[src/rtl/shift_unit.sv]
// shift_unit: iterative single-bit shifter/rotator with carry, three-state FSM.
// Define SHIFT_UNIT_FAST_EN to compute the whole result in one barrel step and skip SHIFT.
module shift_unit #(
  parameter int WIDTH = 16,
  parameter int CNT_W = $clog2(WIDTH) + 1
) (
  input  logic             clk,
  input  logic             rst_n,
  input  logic             start,
  input  logic [WIDTH-1:0] acc_data,
  input  logic [CNT_W-1:0] shamt,
  input  logic [2:0]       mode,
  input  logic             ci_in,
  output logic [WIDTH-1:0] shift_out,
  output logic             co_out,
  output logic             zero_flag,
  output logic             busy,
  output logic             done
);
  typedef enum logic [1:0] {IDLE, SHIFT, DONE} state_t;
  state_t state_q, state_d;
  logic [WIDTH-1:0] data_q, data_d;
  logic co_q, co_d, zero_q;
  logic [CNT_W-1:0] cnt_q, cnt_d;
  logic [2:0] mode_q, mode_d;
  // One step of the selected mode; result packed as {carry, data}.
  function automatic logic [WIDTH:0] step(input logic [2:0] m, input logic [WIDTH-1:0] d, input logic c);
    logic [WIDTH:0] r;
    case (m)
      3'd0: r = {d, 1'b0};
      3'd1: r = {d[0], 1'b0, d[WIDTH-1:1]};
      3'd2: r = {d[0], d[WIDTH-1], d[WIDTH-1:1]};
      3'd3: r = {d[WIDTH-1], d[WIDTH-2:0], d[WIDTH-1]};
      3'd4: r = {d[0], d[0], d[WIDTH-1:1]};
      3'd5: r = {d, c};
      3'd6: r = {d[0], c, d[WIDTH-1:1]};
      default: r = {c, d};
    endcase
    return r;
  endfunction
`ifdef SHIFT_UNIT_FAST_EN
  // Full n-step result in one pass; must match n applications of step().
  function automatic logic [WIDTH:0] barrel(input logic [2:0] m, input logic [WIDTH-1:0] d, input logic c,
                                            input logic [CNT_W-1:0] n);
    logic [WIDTH:0] v, r, lsr;
    logic signed [WIDTH:0] a;
    logic [WIDTH-1:0] rr;
    int rw, rc;
    v   = {c, d};
    rw  = int'(n) % WIDTH;
    rc  = int'(n) % (WIDTH + 1);
    lsr = {d, c} >> n;
    a   = $signed({d, c}) >>> n;
    rr  = '0;
    case (m)
      3'd0: r = v << n;
      3'd1: r = {lsr[0], lsr[WIDTH:1]};
      3'd2: r = {a[0], a[WIDTH:1]};
      3'd3: begin
        rr = (d << rw) | (d >> (WIDTH - rw));
        r  = {(n == '0) ? c : rr[0], rr};
      end
      3'd4: begin
        rr = (d >> rw) | (d << (WIDTH - rw));
        r  = {(n == '0) ? c : rr[WIDTH-1], rr};
      end
      3'd5: r = (v << rc) | (v >> (WIDTH + 1 - rc));
      3'd6: r = (v >> rc) | (v << (WIDTH + 1 - rc));
      default: r = v;
    endcase
    return r;
  endfunction
`endif
  always_comb begin
    state_d = state_q;
    data_d  = data_q;
    co_d    = co_q;
    cnt_d   = cnt_q;
    mode_d  = mode_q;
    case (state_q)
      IDLE: if (start) begin
        mode_d = mode;
`ifdef SHIFT_UNIT_FAST_EN
        {co_d, data_d} = barrel(mode, acc_data, ci_in, shamt);
        cnt_d   = '0;
        state_d = DONE;
`else
        data_d  = acc_data;
        co_d    = ci_in;
        cnt_d   = shamt;
        state_d = SHIFT;
`endif
      end
      SHIFT: if (cnt_q == '0) state_d = DONE;
        else begin
          {co_d, data_d} = step(mode_q, data_q, co_q);
          cnt_d = cnt_q - 1'b1;
        end
      default: state_d = IDLE;
    endcase
  end
  always_ff @(posedge clk) begin
    if (!rst_n) begin
      state_q <= IDLE;
      data_q  <= '0;
      co_q    <= 1'b0;
      zero_q  <= 1'b1;
      cnt_q   <= '0;
      mode_q  <= '0;
    end else begin
      state_q <= state_d;
      data_q  <= data_d;
      co_q    <= co_d;
      zero_q  <= (data_d == '0);
      cnt_q   <= cnt_d;
      mode_q  <= mode_d;
    end
  end
  assign shift_out = data_q;
  assign co_out    = co_q;
  assign zero_flag = zero_q;
  assign busy      = (state_q != IDLE);
  assign done      = (state_q == DONE);
endmodule

[config.mk]
export PLATFORM = sky130hd
export DESIGN_NAME = shift_unit
export DESIGN_NICKNAME = d
export VERILOG_FILES = /design/src/rtl/shift_unit.sv
export SDC_FILE = /design/constraint.sdc
export NUM_CORES = 1
export LEC_CHECK = 0
export ABC_AREA = 1
export CAP_MARGIN = 40
export CORE_MARGIN = 8
export CORE_UTILIZATION = 25
export DETAILED_ROUTE_END_ITERATION = 10
export DONT_BUFFER_PORTS = 1
export GPL_ROUTABILITY_DRIVEN = 0
export GPL_TIMING_DRIVEN = 0
export HOLD_SLACK_MARGIN = 0.08
export SKIP_LAST_GASP = 1
export SYNTH_ARGS = -nofsm -noshare
export SYNTH_HDL_FRONTEND = slang
export SYNTH_SLANG_ARGS = --single-unit
[constraint.sdc]
create_clock -name clk -period 5.2 [get_ports clk]
set_clock_uncertainty 0.2 [all_clocks]
set_input_delay 1.04 -clock clk [delete_from_list [all_inputs] [get_ports clk]]
set_output_delay 1.04 -clock clk [all_outputs]
set_load 0.005 [all_outputs]
==> out/metrics.yaml, run 1 <==
detailed_routing:
  drc: 0
  ant_nets: 0
  postRouteWirelength_um: 6630
  dr_total_vias: 2131
  drt_iter0_drc: 179
  drt_first_pass_iters: 4
  routedWlPerCell_um: 15.3
  vias_per_cell: 4.92
finish:
  drive_gt1_frac: 0.183
  antennaDiodeCount: 0
  syn_to_final_growth_pct: 9.55
  nNetsFinal: 359
  postLayoutCellArea_sq_um: 2320
  final_common_cell: "nand2_1"
  final_cell_mix: "nand2_1, a21oi_1, nand3_1"
synth:
  syn_nets: 354
  yosysTopAreaCell: "dfxtp_1"
  ys_seq_area_frac: 0.264
  yosysWarnings: 0
  avgSynthCellArea_sq_um: 6.55
  synthCells: 324
  ys_top_cells_by_area: "dfxtp_1, nand2_1, a21oi_1"
  synth.distinct_cells: 30
  syn_area_sq_um: 2120
  synth_seq_cells: 28
  yosysTopAreaCellShare: 0.264
setup_path:
  crit_path_max_incr_delay_ns: 0.34
  cp.depth: 4
  cp_num_buf_inv: 3
  worst-r2r-setup-slack_ns: 3.04
  worst-setup-path-type: "reg -> out"
  worstPathCellList: "buf_6 -> clkbuf_8 -> inv_1 -> nor2_1"
  startpoint_type: "flop"
  worst_ep_required_time_ns: 3.96
  path_max_fanout: 10
  critPathLaunch: "state_q[1]"
  endpoint: "done"
  crit_slowest_cell: "dfxtp_1"
  r2r_start: "cnt_q[0]"
  rr_endpoint: "zero_flag"
  cp_top_family: "buffers and inverters"
  arrival_ns: 1.16
  r2r_cells: 14
  crit_path_end_kind: "primary output"
cts:
  clock_sinks: 28
  cts_hold_buf: 0
  clk_pin_slew_worst_paths_ns: 0.11
  root_buffer: "clkbuf_8"
  cts_setup_buffers: 0
  cts-buffers-inserted: 3
  htreeDepth: 1
  tritoncts: "done"
  cts_resized: 0
  ctsLongestPathBuffers: 2
  insertion_delay_ns: 0.29
status:
  status: "finished clean"
placement:
  io_buffers: 0
  post-dp-hpwl_um: 4960
  place_area_sq_um: 2250
global_route:
  grtUsageMet2: 0.189
  grt_max_degree: 17
  first_global_vias: 2071
  grt_overflow: 0
  grt_pass1_wl_um: 10600
  gr-usage-met1: 0.135
  grt_use_met3: 0.0375
  antenna_found_initial: 0
  gr-usage-all-layers: 0.114
  top_usage_layer: "met2"
sta:
  tightest_slew_ns: 0.574
  slew_headroom: 0.617
  rsz0062_at_grt: "no"
  fmax_mhz: 416
  slew_violations: 0
  setup_viol: 0
  fin_tns_setup_ns: 0
  final-hold-violation-count: 0
  finalCriticalPeriod_ns: 2.40
  fin_crit_sh: 0.462
die:
  rows: 33
  core_sq_um: 8220
  io_pins: 48
  initial_core_util: 0.258
  die_area_sq_um: 11700
  fp.dieW_um: 108
  die_h_um: 108
power_and_ir_drop:
  ir_drop_mv: 0.115
  p_leak_nw: 0.952
  powerDensity_nw_per_um2: 353
hold_path:
  worstHoldStart: "cnt_q[2]"
  hold_path_class: "reg -> reg"
job:
  max_cap_violations: 0
[synthesized netlist by cell type]
cell type  number
a211oi_1        3
a21oi_1        33
a21oi_2         7
a31oi_1        16
buf_2           1
buf_4           3
buf_6           6
buf_8           1
clkbuf_1        2
clkbuf_8        2
dfxtp_1        28
ha_1            2
inv_1          26
inv_2           5
nand2_1        85
nand2_2         5
nand2_4         2
nand3_1        29
nand3_2         9
nand3_4         1
nand4_1         1
nor2_1         25
nor2_2         13
nor2_4          1
nor3_1          2
o211ai_1        2
o21ai_0        10
or2_1           1
xnor2_1         2
xor2_1          1
[through the flow]
stage	hold WS (ns)	setup slack [ns]	utilization	power, mW	cells
floorplan	0.282	2.97	-	0.561	324
global placement	0.310	2.72	0.274	0.635	429
detailed placement	0.312	2.66	0.274	0.641	429
CTS	0.331	2.76	0.283	0.828	433
global route	0.367	2.69	0.283	0.882	433
finish	0.330	2.80	0.283	0.820	433
[metal layers]
layer | up-vias | part of all wire
met5 | - | 0
met4 | 0 | 0.019
met3 | 10 | 0.091
met2 | 63 | 0.47
met1 | 976 | 0.42
li1 | 1082 | -
[logic make-up after synthesis]
group           share of synthesized area
simple gates                        0.393
compound gates                      0.195
buf+inv                             0.123
flops                               0.264
xor+xnor                           0.0124
fa+ha+maj                          0.0118
[worst reg2reg max path: stages (launching register included)]
cell     delay [ns]
dfxtp_1        0.39
inv_1          0.08
ha_1           0.20
nand3_1        0.17
nand2_4        0.13
inv_2          0.13
buf_6          0.15
nand3_1        0.10
nand2_2        0.09
nand3_2        0.06
nor2_2         0.11
nand2_1        0.06
nor2_1         0.09
nand2_1        0.09
nand2_1        0.06
[cell type report]
class | count | area [sq um]
plain buffers | 15 | 145
clock buffers | 3 | 41.3
clock inverters | 1 | 30.0
fillers | 917 | 5890
inverters | 31 | 116
multi-input cells | 250 | 1300
flip-flops and latches | 28 | 561
well taps | 105 | 131
[how the worst min path moves through the flow]
stage	end	slack, ns	cells past startpoint
floorplan	cnt_q[2]	0.28	2
global placement	cnt_q[0]	0.31	2
detailed placement	cnt_q[2]	0.31	2
CTS	cnt_q[2]	0.33	2
global route	cnt_q[2]	0.37	2
finish	cnt_q[2]	0.33	2
[report_power, final]
group	total, mW	leakage, nW	internal (mW)	switching [mW]
Sequential	0.288	0.231	0.244	0.0438
Clock	0.185	0.0357	0.103	0.0812
Combinational	0.347	0.685	0.134	0.213
Total	0.820	0.952	0.482	0.338
[flip-flops by register name, summed over array words and instances (netlist names)]
signal,flops
zero_flag,1
cnt_q,5
mode_q,3
co_out,1
shift_out,16
state_q,2
(Power assumes the default switching activity.)
==> run 2: changes to the inputs <==
clock period = 1.95 ns   (was 5.2 ns; I/O delays follow)
==> run 2 against run 1 <==
Against the previous run:
- the run now ends with hold timing left
- total power grew to 3.1 times the previous value
- clock power rose to 2.7 times the previous value
- combinational power rose to 3.7 times the previous value
- via count increased by 6.3%
- first-iteration DRC count grew 33%
- sequential cell count unchanged
- critical path depth is 8 higher
- largest power group unchanged
- global-route usage increased by 0.56 points
==> out/metrics.yaml, run 2 (synthesis results as in run 1) <==
cts:
  clock_sinks: 28  # unchanged
  insertion_delay_ns: 0.29  # about the same
  cts-buffers-inserted: 3  # unchanged
  cts_hold_buf: 4  # was 0
  root_buffer: "clkbuf_8"  # unchanged
  htreeDepth: 1  # unchanged
  ctsLongestPathBuffers: 2  # unchanged
  clk_pin_slew_worst_paths_ns: 0.11  # about the same
  tritoncts: "done"  # unchanged
sta:
  setup_viol: 0  # unchanged
  timing.final.ws_setup_ns: 0.00832  # was 2.80 ns
  fin_tns_setup_ns: 0  # unchanged
  hold_ws_ns: -0.0455  # was 0.330 ns
  fmax_mhz: 515
  tightest_slew_ns: 0.589  # was 0.574 ns
  slew_headroom: 0.608  # was 0.617
  slew_violations: 0  # unchanged
  finalCriticalPeriod_ns: 1.94
  fin_crit_sh: 0.996
  rsz0062_at_grt: "yes"  # was no
  final-hold-violation-count: 1  # was 0
setup_path:
  worstPathCellList: "nor2_4 -> buf_6 -> nand2_8 -> clkinvlp_4 -> clkbuf_16 -> a21oi_4 -> nand3_2 -> nor2_1 -> nand2_1 -> nor2_2 -> nand2_2 -> nand2_1"  # was buf_6 -> clkbuf_8 -> inv_1 -> nor2_1
  crit_path_max_incr_delay_ns: 0.38  # was 0.34 ns
  path_max_fanout: 5  # was 10
  worst_ep_required_time_ns: 1.99  # was 3.96 ns
  crit_slowest_cell: "dfxtp_4"  # was dfxtp_1
  crit_path_end_kind: "flop"  # was primary output
  arrival_ns: 1.98  # was 1.16 ns
  path_common_cell: "nand2_1"
  startpoint_type: "flop"  # unchanged
  worst-setup-path-type: "reg -> reg"  # was reg -> out
placement:
  post-dp-hpwl_um: 4960  # unchanged
  place_area_sq_um: 2250  # unchanged
  io_buffers: 0  # unchanged
  dpl_worst_slack_ns: -0.195  # was 2.66 ns
finish:
  largest_reg_flops: 16  # unchanged
  finish.utilization: 0.344  # was 0.283
  syn_to_final_growth_pct: 33.4  # was 9.55%
  postLayoutCellArea_sq_um: 2830  # was 2320 sq um
  drive_gt1_frac: 0.332  # was 0.183
  antennaDiodeCount: 0  # unchanged
  multi_input_area_sq_um: 1520  # was 1300 sq um
  final_common_cell: "nand2_1"  # unchanged
  final_cell_mix: "nand2_1, nand3_1, a21oi_1"  # was nand2_1, a21oi_1, nand3_1
  num-fill-cells: 861  # was 917
  nNetsFinal: 380  # was 359
  seq_area_sq_um: 577  # was 561 sq um
power_and_ir_drop:
  p_int_mw: 1.50  # was 482 uW
  p_sw_frac: 0.410  # was 0.413
  ir_drop_mv: 0.327  # was 0.115 mV
  power.switching_mw: 1.05  # was 338 uW
  p_leak_nw: 1.13  # was 0.952 nW
  clkPwrFrac: 0.193  # was 0.225
  p_seq_frac: 0.304  # was 0.351
  powerDensity_nw_per_um2: 901  # was 353 nW/um^2
  combPwrFrac: 0.503  # was 0.423
detailed_routing:
  routedWlPerCell_um: 15.9  # was 15.3 um
  dr_total_vias: 2266  # was 2131
  vias_per_cell: 4.99  # was 4.92
  drt_iter0_drc: 238  # was 179
  ant_nets: 0  # unchanged
  drt_first_pass_iters: 4  # unchanged
  postRouteWirelength_um: 7230  # was 6630 um
  drc: 0  # unchanged
die:
  rows: 33  # unchanged
  fp.dieW_um: 108  # unchanged
  die_h_um: 108  # unchanged
  core_sq_um: 8220  # unchanged
  io_pins: 48  # unchanged
  initial_core_util: 0.258  # unchanged
  die_area_sq_um: 11700  # unchanged
hold_path:
  hold_path_class: "in -> reg"  # was reg -> reg
global_route:
  gr-usage-all-layers: 0.119  # was 0.114
  grt_max_degree: 17  # unchanged
  antenna_found_initial: 0  # unchanged
  first_global_vias: 2208  # was 2071
  grt_pass1_wl_um: 11100  # was 10600 um
  grt_overflow: 0  # unchanged
status:
  violations: "hold timing"
  status: "finished, violations left"  # was finished clean
job:
  max_cap_violations: 0  # unchanged
==> run 2: cell types whose count changed in the layout (fill, tap and decap cells not counted), sizes merged <==
| cell | previous run | this run |
|---|---|---|
| dlygate4sd3 | 0 | 4 |
| clkbuf | 7 | 8 |
| clkinvlp | 0 | 1 |
| buf | 11 | 27 |
| inv | 31 | 30 |
==> run 2: layout make-up <==
cell class | instances | share of cell area
Buffer | 13 | 0.0531
Clock inverter | 1 | 0.0106
Sequential cell | 28 | 0.204
Timing Repair Buffer | 23 | 0.0915
Inverter | 31 | 0.0442
Clock buffer | 3 | 0.0146
Tap cell | 105 | 0.0464
Multi-Input combinational cell | 250 | 0.536
==> run 2: routing by layer <==
| metal | wire, um | track usage |
|---|---|---|
| met5 | 0 | 0 |
| met2 | 3470 | 0.200 |
| met1 | 3030 | 0.139 |
| met3 | 538 | 0.0357 |
| met4 | 188 | 0.0496 |
==> run 2: repair_timing <==
item | 4_1_cts | 5_1_grt
buffers inserted | 10 | 5
gates resized for setup | 31 | 44
endpoints found under the setup margin | 1 | 3
pin swaps | 10 | 20
gates cloned | 2 | 2
endpoints found under the hold margin | 6 | 3
==> run 2: power groups by stage <==
stage / sequential [mW] / combinational [mW] / clock (mW)
detailed placement: 0.784 / 0.926 / 0
finish: 0.774 / 1.28 / 0.493
CTS: 0.773 / 1.10 / 0.506
global route: 0.792 / 1.40 / 0.524
global placement: 0.783 / 0.910 / 0
floorplan: 0.742 / 0.754 / 0
==> run 2: path summary, 6_finish.rpt <==
| path | startpoint | end | slack [ns] | depth (start not counted) |
|---|---|---|---|---|
| setup / recovery | state_q[1] | zero_flag | 0.008 | 12 |
| hold / removal | rst_n | zero_flag | -0.05 | 1 |
| setup reg to reg | state_q[1] | zero_flag | 0.008 | 12 |
| hold reg to reg | cnt_q[1] | cnt_q[1] | 0.33 | 2 |
==> run 2: through the flow <==
stage	std cells	power [mW]
3_3_place_gp	429	1.69
6_report	454	2.55
3_5_place_dp	429	1.71
4_1_cts	447	2.38
5_1_grt	454	2.72
2_1_floorplan	324	1.50
==> run 2: critical path, delay by kind of cell (launching register included) <==
kind	cells	cell delay, ns
and+or+nand+nor	8	0.66
AOI/OAI and AO/OA	1	0.14
DFF	1	0.38
buffers and inverters	3	0.51
==> run 3: changes to the inputs <==
CAP_MARGIN = 20   (was 40)
==> results of run 3 <==
The final DEF is identical to that of run 2; final timing and power are the same.
